--- src/rtl/in_service_8259a.sv ---
// 8259A in-service register with rotating-priority resolution of the highest
// level in service; the priority result is registered one clock behind the ISR.
module in_service_8259a (
  input  logic       clock,
  input  logic       reset,
  input  logic [2:0] priority_rotate,
  input  logic [7:0] interrupt_special_mask,
  input  logic [7:0] interrupt,
  input  logic       latch_in_service,
  input  logic [7:0] end_of_interrupt,
  output logic [7:0] in_service_register,
  output logic [7:0] highest_level_in_service
);

  logic [7:0]  w_isr_next;
  logic [7:0]  w_masked;
  logic [2:0]  w_amt;
  logic [15:0] w_dbl_r;
  logic [7:0]  w_rot;
  logic [7:0]  w_iso;
  logic [15:0] w_dbl_l;
  logic [7:0]  w_level;

  // Set has priority over clear because the OR is applied after the EOI mask.
  assign w_isr_next = (in_service_register & ~end_of_interrupt)
                    | (latch_in_service ? interrupt : 8'h00);

  assign w_masked = in_service_register & ~interrupt_special_mask;
  // 3-bit add wraps 7 to 0, so priority_rotate=7 gives no rotation.
  assign w_amt    = priority_rotate + 3'd1;
  assign w_dbl_r  = {w_masked, w_masked} >> w_amt;
  assign w_rot    = w_dbl_r[7:0];
  assign w_iso    = w_rot & (~w_rot + 8'd1);
  assign w_dbl_l  = {w_iso, w_iso} << w_amt;
  assign w_level  = w_dbl_l[15:8];

  always_ff @(posedge clock or posedge reset) begin
    if (reset) begin
      in_service_register      <= 8'h00;
      highest_level_in_service <= 8'h00;
    end else begin
      in_service_register      <= w_isr_next;
      highest_level_in_service <= w_level;
    end
  end

endmodule

--- config.mk ---
export PLATFORM = sky130hd
export DESIGN_NAME = in_service_8259a
export DESIGN_NICKNAME = d
export VERILOG_FILES = /design/src/rtl/in_service_8259a.sv
export SDC_FILE = /design/constraint.sdc
export NUM_CORES = 1
export LEC_CHECK = 0
export ABC_AREA = 1
export CAP_MARGIN = 5
export CORE_MARGIN = 2
export CORE_UTILIZATION = 40
export DETAILED_ROUTE_END_ITERATION = 7
export DONT_BUFFER_PORTS = 1
export PLACE_DENSITY = 0.62
export SYNTH_ARGS = -nofsm -noshare
export SYNTH_HDL_FRONTEND = slang
export SYNTH_SLANG_ARGS = --single-unit
export TNS_END_PERCENT = 50
--- constraint.sdc ---
create_clock -name clock -period 2 [get_ports clock]
set_clock_uncertainty 0.2 [all_clocks]
set_input_delay 0.2 -clock clock [delete_from_list [all_inputs] [get_ports clock]]
set_output_delay 0.2 -clock clock [all_outputs]
set_load 0.005 [all_outputs]
==> run_results.csv <==
group,metric,value,unit
worst_setup_path,r2r-start,"in_service_register[1]$_DFF_PP0_",
global_route,grt_pass1_wl,5.55,mm
clocking,numCtsBuffers,3,
power_and_ir_drop,power.density,614,nW/um^2
placement,dp_slack,103,ps
worst_setup_path,slowest_delay,440,ps
worst_setup_path,r2r_slack,200,ps
power_and_ir_drop,p_leak,0.811,nW
worst_setup_path,path_cells,"nand3_1 -> nand3_1 -> nand2_2 -> nand2_1 -> nand2_2 -> nand3_4 -> inv_4 -> nand3_1 -> nand3_1 -> nand3_1 -> nand2_1",
worst_setup_path,reg2reg_to,"highest_level_in_service[2]$_DFF_PP0_",
worst_setup_path,crit_slowest_cell,"dfrtp_1",
clocking,clk_pin_slew_worst_paths,90,ps
finish,area_growth_syn_to_layout,16.4,%
timing,rsz0062_at_grt,"no",
routing,viasPerCell,5.17,
clocking,cts_tree,"done",
routing,wl_per_cell,12.1,um
worst_setup_path,path_depth,11,
power_and_ir_drop,clkPwrFrac,0.168,
power_and_ir_drop,peakVddDrop,0.000398,V
finish,instances_no_fill,262,
synthesis,syn-num-nets,229,
worst_setup_path,end_kind,"flop",
routing,totalWireLength,3.16,mm
die,rows,21,
synthesis,yosys_warnings,0,
worst_setup_path,crit_start,"in_service_register[1]$_DFF_PP0_",
worst_hold_path,hold_path_class,"in -> reg",
synthesis,synth.distinct_cells,21,
worst_setup_path,reg2reg_depth,11,
die,initial_utilization,0.416,
global_route,first_global_vias,1325,
synthesis,synth_area,1380,sq um
power_and_ir_drop,p_sw,0.383,mW
die,design.portCount,46,
global_route,overflow,0,
worst_setup_path,worstSetupPathType,"reg -> reg",
timing,tns,0,ps
synthesis,ys_seq_area_frac,0.290,
finish,final_nets,249,
timing,finalSetupViolCount,0,
routing,drtAntennaViolNets,0,
die,coreArea,3310,sq um
flow_run,max_cap_violations,0,
worst_setup_path,cp.arrival,1830,ps
worst_setup_path,path_max_fanout,8,
clocking,h-tree-depth,1,
timing,fmax,556,MHz
global_route,track_usage,0.177,
status,status,"finished clean",
routing,drc,0,
timing,maxSlewHeadroom,0.601,
placement,dp_hpwl,2.36,mm
worst_setup_path,path_delay_family,"simple AND/OR/NAND/NOR gates",
finish,drive_above_1_share,0.185,
worst_setup_path,cp_data_required_time,2030,ps
power_and_ir_drop,seqPwrFrac,0.407,
synthesis,avgSynthCellArea,6.96,sq um
placement,gp_congestion,0.896,
die,die_area,3930,sq um
worst_hold_path,hold_start,"priority_rotate[0]",
clocking,cts_buffer_depth,2,
worst_setup_path,cp-endpoint,"highest_level_in_service[2]$_DFF_PP0_",
timing,hold_ws,15.7,ps
power_and_ir_drop,swShare,0.388,
routing,drtIter0Drc,49,
worst_hold_path,hold-path-cell-count,4,
timing,finalCritPeriodShare,0.900,
power_and_ir_drop,p_total,0.985,mW
timing,final.setup.worst_slack,201,ps
worst_setup_path,cp-start-kind,"flop",
die,die_x,62.7,um
clocking,clock_sinks,16,
placement,io_buffer_count,0,
finish,fill_cells,355,
clocking,root_buffer,"clkbuf_4",
finish,antenna_cells,0,
synthesis,synth_seq_cells,16,
routing,drt-pass1-iter-count,4,
timing,worstMarginPinSlew,597,ps
synthesis,syn_inst,198,
routing,vias,1355,
timing,slew_viol_final,0,
power_and_ir_drop,pwr-share-comb,0.425,
worst_setup_path,worst-path-buf-inv,1,
global_route,grt_max_degree,18,
timing,final.min_clock_period,1800,ps
worst_setup_path,crit_top_cell,"nand3_1",
power_and_ir_drop,p_int,0.603,mW
timing,hold_violations,0,
global_route,antenna_found_initial,0,
placement,dp_cells,241,
clocking,cts_setup_buffers,0,
die,dieHeight,62.7,um
clocking,clock_latency,280,ps
[worst register-to-register path, cell delays in order (launching register included)]
cell     delay (ps)
dfrtp_1         440
nand3_1         150
nand3_1         100
nand2_2         110
nand2_1          70
nand2_2         100
nand3_4         110
inv_4           100
nand3_1         100
nand3_1         130
nand3_1          80
nand2_1          60
[flip-flops by register name (all words and copies together), names as in the netlist]
register and flops:
highest_level_in_service 8, in_service_register 8
[layout by cell type, fill, tap and decap left out]
cell type and count:
nand3_1 66, nand2_2 8, ha_1 1, nand3_4 2, nand3_2 7, nand2_1 46, dlygate4sd3_1 18, dfrtp_2 1
nand2_4 2, xor2_2 1, inv_1 18, buf_4 6, nor2_4 3, nor2_1 3, inv_2 5, o21ai_1 1
clkbuf_4 3, nor2_2 1, dfrtp_1 15, inv_4 1, o21ai_0 8
[cell usage after synthesis, drive strengths merged]
cell type,instances,area share
xor2,1,0.012
o21ai,9,0.033
inv,24,0.067
buf,8,0.055
ha,1,0.0091
nor2,7,0.037
nand2,56,0.18
nand3,75,0.32
dfrtp,16,0.29
clkbuf,1,0.0027
[metal layers]
| metal | vias up | share of wire | track usage |
|---|---|---|---|
| met5 | - | 0 | 0 |
| met2 | 61 | 0.51 | 0.316 |
| met3 | 8 | 0.065 | 0.0468 |
| li1 | 687 | - | - |
| met1 | 599 | 0.40 | 0.195 |
| met4 | 0 | 0.029 | 0.0806 |
[cell type report]
class / instances / area, sq um / share of cell area
multi-input combinational: 149 / 806 / 0.502
sequential: 16 / 402 / 0.250
timing repair buffer: 24 / 225 / 0.140
inverter: 24 / 92.6 / 0.0577
tap: 46 / 57.6 / 0.0359
clock buffer: 3 / 22.5 / 0.0140
[how the worst min path moves through the flow]
| stage | to | slack [ps] |
|---|---|---|
| 6_report | highest_level_in_service[2]$_DFF_PP0_ | 20 |
| 3_5_place_dp | in_service_register[2]$_DFF_PP0_ | 0.2 |
| 4_1_cts | highest_level_in_service[2]$_DFF_PP0_ | 10 |
| 5_1_grt | highest_level_in_service[6]$_DFF_PP0_ | 60 |
| 2_1_floorplan | highest_level_in_service[0]$_DFF_PP0_ | -90 |
| 3_3_place_gp | in_service_register[2]$_DFF_PP0_ | -5 |
[per-stage QoR]
| step | util | area, sq um |
|---|---|---|
| floorplan | - | 1380 |
| global placement | 0.423 | 1400 |
| detailed placement | 0.423 | 1400 |
| CTS | 0.485 | 1600 |
| global route | 0.485 | 1610 |
| finish | 0.485 | 1610 |
[logic make-up after synthesis]
kind of cell,Yosys count,synth area share
AO/OA/AOI/OAI,9,0.0327
XOR/XNOR,1,0.0118
adder cells (fa/ha/maj),1,0.00907
buffers and inverters,33,0.125
flip-flops,16,0.290
AND/OR/NAND/NOR,138,0.531
[power groups by stage]
stage                     Clock (mW)  Combinational [mW]  Sequential (mW)
final                          0.166               0.419            0.401
after global routing           0.187               0.475            0.408
after CTS                      0.175               0.419            0.402
after detailed placement           0               0.383            0.409
after global placement             0               0.382            0.408
after floorplan                    0               0.339            0.401
[timing repair]
item / in CTS / in global routing
endpoints found under the hold margin: 27 / 0
gates resized for setup: 0 / 1
hold buffers: 18 / 0
setup endpoints to repair: 0 / 2
Note: power is estimated with default switching activity, not from simulation.
